File: src/rtl/matrix_pkg.sv
// Shared constants and types for the ASCII matrix parser.
// Holds the character codes the parser recognises and the FSM state encoding.
package matrix_pkg;

  localparam int MAX_DIM = 5;

  localparam logic [7:0] ASCII_SPACE = 8'h20;
  localparam logic [7:0] ASCII_LF    = 8'h0A;
  localparam logic [7:0] ASCII_CR    = 8'h0D;
  localparam logic [7:0] ASCII_ZERO  = 8'h30;
  localparam logic [7:0] ASCII_NINE  = 8'h39;

  typedef enum logic [2:0] {
    IDLE    = 3'd0,
    SKIP_WS = 3'd1,
    IN_NUM  = 3'd2,
    DONE    = 3'd3,
    ERR     = 3'd4
  } state_t;

  typedef enum logic [1:0] {
    CLS_SEP   = 2'd0,
    CLS_DIGIT = 2'd1,
    CLS_OTHER = 2'd2
  } byte_cls_t;

endpackage

File: src/rtl/uart_matrix_parser.sv
// Parses a whitespace-separated decimal matrix arriving as a UART byte stream
// into a flat register array, row-major, one byte per element.
module uart_matrix_parser #(
  parameter int MAX_DIM    = matrix_pkg::MAX_DIM,
  parameter int MAX_DIGITS = 2
) (
  input  logic                         clk,
  input  logic                         rst_n,
  input  logic                         parse_start,
  input  logic [2:0]                   rows,
  input  logic [2:0]                   cols,
  input  logic [7:0]                   rx_data,
  input  logic                         rx_valid,
  output logic [MAX_DIM*MAX_DIM*8-1:0] matrix_flat,
  output logic                         parse_busy,
  output logic                         parse_done,
  output logic                         parse_error
);

  import matrix_pkg::*;

  localparam int DCW = $clog2(MAX_DIGITS + 1);
  localparam logic [DCW-1:0] DIG_MAX = DCW'(MAX_DIGITS);
  localparam logic [2:0]     DIM3    = 3'(MAX_DIM);
  localparam logic [7:0]     DIM8    = 8'(MAX_DIM);

  function automatic byte_cls_t classify(input logic [7:0] b);
    if (b == ASCII_SPACE || b == ASCII_CR || b == ASCII_LF) begin
      return CLS_SEP;
    end else if (b >= ASCII_ZERO && b <= ASCII_NINE) begin
      return CLS_DIGIT;
    end else begin
      return CLS_OTHER;
    end
  endfunction

  state_t                       state_r, state_s;
  logic [2:0]                   rows_r, rows_s, cols_r, cols_s;
  logic [2:0]                   row_r, row_s, col_r, col_s;
  logic [7:0]                   acc_r, acc_s;
  logic [DCW-1:0]               dcnt_r, dcnt_s;
  logic [MAX_DIM*MAX_DIM*8-1:0] matrix_r, matrix_s;
  logic                         busy_r, busy_s, done_r, done_s, error_r, error_s;

  byte_cls_t   cls_s;
  logic [7:0]  digit_s;
  logic [7:0]  elem_idx_s;
  logic [10:0] elem_off_s;
  logic        last_col_s, last_row_s, dims_bad_s;

  assign cls_s      = classify(rx_data);
  assign digit_s    = rx_data - ASCII_ZERO;
  assign elem_idx_s = ({5'd0, row_r} * DIM8) + {5'd0, col_r};
  assign elem_off_s = {elem_idx_s, 3'b000};
  assign last_col_s = (col_r == cols_r - 3'd1);
  assign last_row_s = (row_r == rows_r - 3'd1);
  assign dims_bad_s = (rows == 3'd0) || (rows > DIM3) || (cols == 3'd0) || (cols > DIM3);

  // State and datapath registers; reset discards any parse in progress.
  always_ff @(posedge clk or negedge rst_n) begin
    if (!rst_n) begin
      state_r  <= IDLE;
      rows_r   <= 3'd0;
      cols_r   <= 3'd0;
      row_r    <= 3'd0;
      col_r    <= 3'd0;
      acc_r    <= 8'd0;
      dcnt_r   <= '0;
      matrix_r <= '0;
      busy_r   <= 1'b0;
      done_r   <= 1'b0;
      error_r  <= 1'b0;
    end else begin
      state_r  <= state_s;
      rows_r   <= rows_s;
      cols_r   <= cols_s;
      row_r    <= row_s;
      col_r    <= col_s;
      acc_r    <= acc_s;
      dcnt_r   <= dcnt_s;
      matrix_r <= matrix_s;
      busy_r   <= busy_s;
      done_r   <= done_s;
      error_r  <= error_s;
    end
  end

  // Next-state and datapath update; every register holds unless a branch says otherwise.
  always_comb begin
    state_s  = state_r;
    rows_s   = rows_r;
    cols_s   = cols_r;
    row_s    = row_r;
    col_s    = col_r;
    acc_s    = acc_r;
    dcnt_s   = dcnt_r;
    matrix_s = matrix_r;
    busy_s   = busy_r;
    done_s   = done_r;
    error_s  = error_r;

    case (state_r)
      IDLE: begin
        if (parse_start) begin
          rows_s   = rows;
          cols_s   = cols;
          row_s    = 3'd0;
          col_s    = 3'd0;
          acc_s    = 8'd0;
          dcnt_s   = '0;
          matrix_s = '0;
          done_s   = 1'b0;
          if (dims_bad_s) begin
            state_s = ERR;
            error_s = 1'b1;
            busy_s  = 1'b0;
          end else begin
            state_s = SKIP_WS;
            error_s = 1'b0;
            busy_s  = 1'b1;
          end
        end else begin
          state_s = IDLE;
        end
      end

      SKIP_WS: begin
        if (rx_valid) begin
          case (cls_s)
            CLS_SEP: state_s = SKIP_WS;
            CLS_DIGIT: begin
              acc_s   = digit_s;
              dcnt_s  = DCW'(1);
              state_s = IN_NUM;
            end
            default: begin
              state_s = ERR;
              error_s = 1'b1;
              busy_s  = 1'b0;
            end
          endcase
        end else begin
          state_s = SKIP_WS;
        end
      end

      IN_NUM: begin
        if (rx_valid) begin
          case (cls_s)
            CLS_DIGIT: begin
              if (dcnt_r == DIG_MAX) begin
                state_s = ERR;
                error_s = 1'b1;
                busy_s  = 1'b0;
              end else begin
                acc_s  = (acc_r * 8'd10) + digit_s;
                dcnt_s = dcnt_r + DCW'(1);
              end
            end
            CLS_SEP: begin
              matrix_s[elem_off_s +: 8] = acc_r;
              // Row boundaries are implicit: the column index simply wraps.
              if (last_col_s) begin
                col_s = 3'd0;
                row_s = row_r + 3'd1;
              end else begin
                col_s = col_r + 3'd1;
              end
              if (last_col_s && last_row_s) begin
                state_s = DONE;
                done_s  = 1'b1;
                busy_s  = 1'b0;
              end else begin
                state_s = SKIP_WS;
              end
            end
            default: begin
              state_s = ERR;
              error_s = 1'b1;
              busy_s  = 1'b0;
            end
          endcase
        end else begin
          state_s = IN_NUM;
        end
      end

      DONE, ERR: begin
        if (!parse_start) begin
          state_s = IDLE;
        end else begin
          state_s = state_r;
        end
      end

      default: begin
        state_s = IDLE;
        busy_s  = 1'b0;
      end
    endcase
  end

  assign matrix_flat = matrix_r;
  assign parse_busy  = busy_r;
  assign parse_done  = done_r;
  assign parse_error = error_r;

endmodule

File: config.mk
export PLATFORM = sky130hd
export DESIGN_NAME = uart_matrix_parser
export DESIGN_NICKNAME = d
export VERILOG_FILES = /design/src/rtl/matrix_pkg.sv /design/src/rtl/uart_matrix_parser.sv
export SDC_FILE = /design/constraint.sdc
export NUM_CORES = 1
export LEC_CHECK = 0
export BUFFER_PORTS_ARGS = -buffer_cell sky130_fd_sc_hd__buf_2
export CAP_MARGIN = 0
export CORE_UTILIZATION = 55
export CTS_BUF_LIST = sky130_fd_sc_hd__clkbuf_16
export CTS_CLUSTER_SIZE = 14
export DETAILED_ROUTE_END_ITERATION = 7
export PLACE_DENSITY = 0.8
export SYNTH_ARGS = -nofsm -noshare
export SYNTH_HDL_FRONTEND = slang
export SYNTH_SLANG_ARGS = --single-unit
File: constraint.sdc
create_clock -name clk -period 4 [get_ports clk]
set_input_delay 0.2 -clock clk [delete_from_list [all_inputs] [get_ports clk]]
set_output_delay 0.2 -clock clk [all_outputs]
set_load 0.02 [all_outputs]
---- Word level (Yosys, flattened, before mapping) ----
Index checks and enable logic that the tools add are counted.
storage, ports and cells
  bits in registers ....................... 228
  input port bits ......................... 18
  output and inout port bits .............. 203
  word-level logic and storage cells ...... 140
cells by class
  add/sub/neg operators ................... 9
  multipliers ............................. 2
  magnitude comparators ................... 4
  equal/unequal tests ..................... 26
  shifts and indexed selects .............. 2
  mux-type cells .......................... 62
  bitwise operators ....................... 1
  reductions and logical operators ........ 23
operator list
  cell                                                            number
  2-to-1 mux 200 bit                                              3
  one-hot mux 200 bit (2 select lines)                            1
  bitwise mux 200 bit                                             1
  variable shift 8 x 13 -> 200 bit, first input constant          1
  indexed part select 8 x 13 -> 200 bit                           1
  2-to-1 mux 8 bit                                                6
  2-to-1 mux 3 bit                                                13
  one-hot mux 3 bit (2 select lines)                              4
  one-hot mux 8 bit (3 select lines)                              1
  AND reduction 7 bit                                             3
  != test 2 bit, second input constant                            10
  2-to-1 mux 2 bit                                                9
  2-to-1 mux 1 bit                                                17
  == test 8 x 4 -> 1 bit, second input constant                   2
  negator 10 -> 13 bit                                            1
  one-hot mux 3 bit (4 select lines)                              1
  AND reduction 5 bit                                             2
  zero test 3 bit                                                 3
  adder 8 bit                                                     1
  == test 8 x 6 -> 1 bit, second input constant                   1
  >= comparator 8 x 6 -> 1 bit, second input constant             1
  less-or-equal comparator 8 x 6 -> 1 bit, second input constant  1
  multiplier 8 x 3 -> 7 bit, second input constant                1
  subtractor 8 x 6 -> 8 bit, second input constant                1
  28 further kinds                                                44

---- Depth between registers and ports, before layout ----
  depth after elaboration ................. 9
  depth in mapped cells ................... 13
  mapped depth without buffers ............ 12

---- Least setup slack after synthesis ----
OpenSTA, ideal clock, no wires.
  kind .................................... flip-flop to flip-flop
  start ................................... register row_r[0]
  end ..................................... register matrix_r[80], in the netlist matrix_flat[80]
  setup time .............................. 133 ps
  data arrival time ....................... 3,195 ps
  required time ........................... 3,867 ps
  slack ................................... 672 ps
  cell stages (with the launch flop) ...... 12
  path buffers ............................ 1
  clock period less this slack ............ 3,328 ps
  path through ............................ dfrtp_1 ha_1 ha_1 inv_1 fa_1 buf_2 nor3b_2 and2_4 or3_4 a211oi_4 o311ai_2 o2bb2ai_1
between the ends
  cells in the longest elaborated chain, start to end .. 8
  elaborated cells on any way between the ends .. 9
  those cells by class .................... add/sub: 2; mul: 1; shift: 2; mux: 4
ends and longest elaborated chain
  element                                                                                           line                       text
  from (decl)                                                                                       uart_matrix_parser.sv:39   logic [2:0] row_r, row_s, col_r, col_s;
  from (signal assigned)                                                                            uart_matrix_parser.sv:77   row_r <= row_s;
  multiplier 3 x 3 -> 6 bit *                                                                       uart_matrix_parser.sv:53   assign elem_idx_s = ({5'd0, row_r} * DIM8) + {5'd0, col_r};
  adder 6 x 3 -> 7 bit *                                                                            uart_matrix_parser.sv:53
  negator 10 -> 13 bit *                                                                            uart_matrix_parser.sv:161  matrix_s[elem_off_s +: 8] = acc_r;
  indexed part select 8 x 13 -> 200 bit / variable shift 8 x 13 -> 200 bit (equally long branches)  uart_matrix_parser.sv:161
  bitwise mux 200 bit *                                                                             uart_matrix_parser.sv:161
  2-to-1 mux 200 bit *                                                                              uart_matrix_parser.sv:149  case (cls_s)
  2-to-1 mux 200 bit *                                                                              uart_matrix_parser.sv:148  if (rx_valid) begin
  one-hot mux 200 bit (2 select lines) *                                                            uart_matrix_parser.sv:102  case (state_r)
  to (signal assigned)                                                                              uart_matrix_parser.sv:81   matrix_r <= matrix_s;
  to (decl)                                                                                         uart_matrix_parser.sv:42   logic [MAX_DIM*MAX_DIM*8-1:0] matrix_r, matrix_s;
Every way passes the cells marked *; elsewhere a longest branch is shown, timed or not. The select of a mux whose other input is x is not followed.
A chain may end at the register's enable or synchronous reset.

---- Worst setup path after layout ----
  start ................................... register row_r[0]
  end ..................................... register matrix_r[135], in the netlist matrix_flat[135]
The elaborated chain is that of the path after synthesis.

==> summary.md <==
| Metric | Value |
|---|---|
| CP Capture Type | flop |
| Post-detail-place hpwl | 20.29 mm |
| Clock tree root buffer cell | clkbuf_16 |
| Peak VDD IR | 288.0 µV |
| Relative slew margins | 0.4368 |
| Final Hold Fails | 0 |
| Tcrit/Tclk final | 0.9433 |
| CP max FO | 8 |
| Worst Path Arrival | 4.15 ns |
| Final Max Slew Viols | 0 |
| Finish-stage setup viols | 0 |
| First-pass GRT wire length | 48.23 mm |
| Run status | complete, no violations |
| Ys async rst share | 1.000 |
| DR WL met2 | 13.90 mm |
| Fin util | 0.6787 |
| Final WL | 30.31 mm |
| CP required | 4.37 ns |
| Metal3 WL | 2.461 mm |
| Max_cap viols | 0 |
| Lkg Pwr | 6.347 nW |
| Initial Util | 0.5639 |
| Clk pin slew, worst setup/hold paths | 0.06 ns |
| Initial antenna violation count | 0 |
| Largest family of logic cells by synthesized area | compound AO/OA/AOI/OAI gates |
| CTS tree | built |
| Cell repeated most along the worst path | ha_1 |
| Simple-Gate Fraction of Synth Area | 0.1189 |
| Skew final | 0.01083 ns |
| Die Area | 0.01987 mm² |
| Die X | 141.0 µm |
| Number of synthesized register bits | 228 |
| # IOs | 221 |
| Port buffer count | 220 |
| CP top delay family | compound AO/OA/AOI/OAI gates |
| TritonCTS Buffers | 23 |
| Clock Tree Buf Depth | 3 |
| Register area share after synthesis | 0.5373 |
| Routed Antenna Nets | 0 |
| Synth Area in Compound Gates | 0.2435 |
| Layout Cells excl Fill | 1460 |
| GRT Total Usage | 0.3086 |
| Post-Syn Instances | 968 |
| Unrepaired setup endpoints after global routing | false |
| Final #Nets | 1237 |
| Syn avg cell area | 10.97 µm² |
| Yosys cell types | 74 |
| Critical path type | reg -> reg |
| Largest net degree at the start of global routing | 111 |
| Critical path's slowest cell | fa_1 |
| Multiplexer area fraction after synthesis | 0.004006 |
| Overflow after GRT | 0 |
| Slew @ Worst Pin | 0.8439 ns |
| TNS Setup | 0 ns |
| Syn Std Cell Area | 0.01062 mm² |
| Minimum clock period | 3.773 ns |
| H-tree levels | 1 |
| Sink Count | 228 |
| Post-Syn Nets | 1020 |
| Worst hold margin | 0.09825 ns |
| Worst path cell trace | ha_1 -> ha_1 -> inv_1 -> fa_1 -> nor3b_2 -> and2_4 -> o21ai_0 -> a211oi_4 -> o311ai_2 -> o2bb2ai_1 |
| DR vias | 9049 |
| Floorplan row count | 50 |
| PD cells | 461.5 mW/mm² |
| Vias in the first global route | 8649 |
| Skew-Pair Late Insertion Delay | 0.52 ns |
| Top Layer Used | met4 |
| Synth warnings | 0 |
| Placed insts | 1412 |
| Critical Path Source Type | flop |
| DRT iter0 DRCs | 763 |
| Layout cells sized above 1 | 0.2533 |
| Fmax | 265.0 MHz |
| XOR/XNOR Fraction of Synth Area | 0.02168 |
| Post-Synth Adder-Cell Area | 0.04218 |
| Most frequent cells in the layout | dfrtp_1 (228), buf_2 (219), nand2_1 (124) |
| Routed len/inst | 20.76 µm |
| M1 WL | 13.49 mm |
| Core area | 0.01883 mm² |
| GPL Wtd Cong | 0.9766 |
| Leading cell type in the layout, fill and taps excluded | dfrtp_1 |
| Ys flop type | dfrtp_1 |
| Setup bufs post-CTS | 0 |
| DRC | 0 |
| CP Buf/Inv Count | 1 |
| CP max stage delay | 0.63 ns |
| Ant. Diodes | 0 |
| Die height | 141.0 µm |
| Worst Hold Class | in -> reg |
| Syn-to-layout area delta | 20.36% |
| Post-synth EDFFs | 0 |
| Total Power | 0.005899 W |
| Routed vias/inst | 6.198 |
| Drt first pass iters | 8 |
==> synthesized netlist by cell type (4+ instances only) <==
cell,number,area [µm²]
o21ai_1,6,30.03
nor2_1,35,131.4
o22ai_1,33,206.5
xnor2_1,11,96.34
nand2_1,124,465.5
and2_1,6,37.54
nand3_1,32,160.2
nor3_1,9,45.04
nor2b_1,4,25.02
dfrtp_1,228,5705
o2bb2ai_1,74,648.1
a22o_1,40,350.3
clkbuf_1,52,195.2
ha_1,31,387.9
a31oi_1,7,43.79
o2111ai_1,6,52.55
o211ai_1,28,210.2
o311ai_2,4,65.06
buf_2,11,55.05
a22oi_1,5,37.54
a21oi_1,23,115.1
nand2b_1,6,37.54
and3_1,11,68.82
nand4_1,11,68.82
o21a_1,5,37.54
a32o_1,32,320.3
o21ai_0,34,170.2
xor2_1,10,87.58
inv_1,23,86.33
==> per-stage QoR <==
step / setup slack, ns / area (µm²)
2_1_floorplan: 0.6724 / 10620
6_report: 0.2270 / 12780
4_1_cts: 0.2526 / 12770
5_1_grt: 0.001211 / 12780
3_3_place_gp: 0.3248 / 12030
3_5_place_dp: 0.2532 / 12030
==> worst paths after layout <==
check	start	end	slack [ns]	depth (start not counted)
worst max register to register	row_r[0]$_DFFE_PN0P_	matrix_flat[135]$_DFFE_PN0P_	0.23	10
min in group asynchronous	rst_n	matrix_flat[124]$_DFFE_PN0P_	0.35	2
worst max-delay path	row_r[0]$_DFFE_PN0P_	matrix_flat[135]$_DFFE_PN0P_	0.23	10
worst min register to register	matrix_flat[120]$_DFFE_PN0P_	matrix_flat[120]$_DFFE_PN0P_	0.48	1
max in group asynchronous	rst_n	matrix_flat[28]$_DFFE_PN0P_	2.51	3
worst min-delay path	rx_data[1]	acc_r[1]$_DFFE_PN0P_	0.1	3
==> repair_timing <==
action                                 CTS  global route
endpoints found under the hold margin  115             0
setup endpoints to repair                0            17
resized for setup                        0             1
hold buffers                             8             0
==> flip-flops by register name, indices dropped and copies added (netlist names) <==
signal / count
acc_r: 8
col_r: 3
cols_r: 3
dcnt_r: 2
matrix_flat: 200
parse_busy: 1
parse_done: 1
parse_error: 1
row_r: 3
rows_r: 3
state_r: 3
==> logic make-up after synthesis <==
group | after synthesis
AND/OR/NAND/NOR | 265
adder cells (fa/ha/maj) | 34
multiplexers | 4
XOR/XNOR | 23
buffers and inverters | 87
AO/OA/AOI/OAI | 327
flip-flops | 228
==> layout make-up <==
class | count | area (µm²)
inverters | 23 | 86.33
repair buffers | 256 | 1414
clock inverters | 17 | 87.58
fillers | 1434 | 6050
clock buffers | 23 | 575.6
well taps | 260 | 325.3
flip-flops and latches | 228 | 5705
multi-input cells | 653 | 4587
==> worst min-delay path, delay by kind of cell <==
kind,cells,cell delay [ns]
buffers and inverters,1,0.14
AOI/OAI and AO/OA,2,0.23
==> power by group <==
| group | internal, W | switching (W) | total [W] |
|---|---|---|---|
| Combinational | 0.000518 | 0.000972 | 0.00149 |
| Clock | 0.00105 | 0.000881 | 0.00193 |
| Sequential | 0.00238 | 0.0000960 | 0.00248 |
| Total | 0.00395 | 0.00195 | 0.00590 |
==> layer usage <==
layer / global-route usage / vias to the layer above
met2: 0.4818 / 410
met3: 0.06590 / 46
met5: 0 / -
met1: 0.4468 / 4510
li1: - / 4083
met4: 0.06579 / 0
Note: power is estimated with default switching activity, not from simulation.
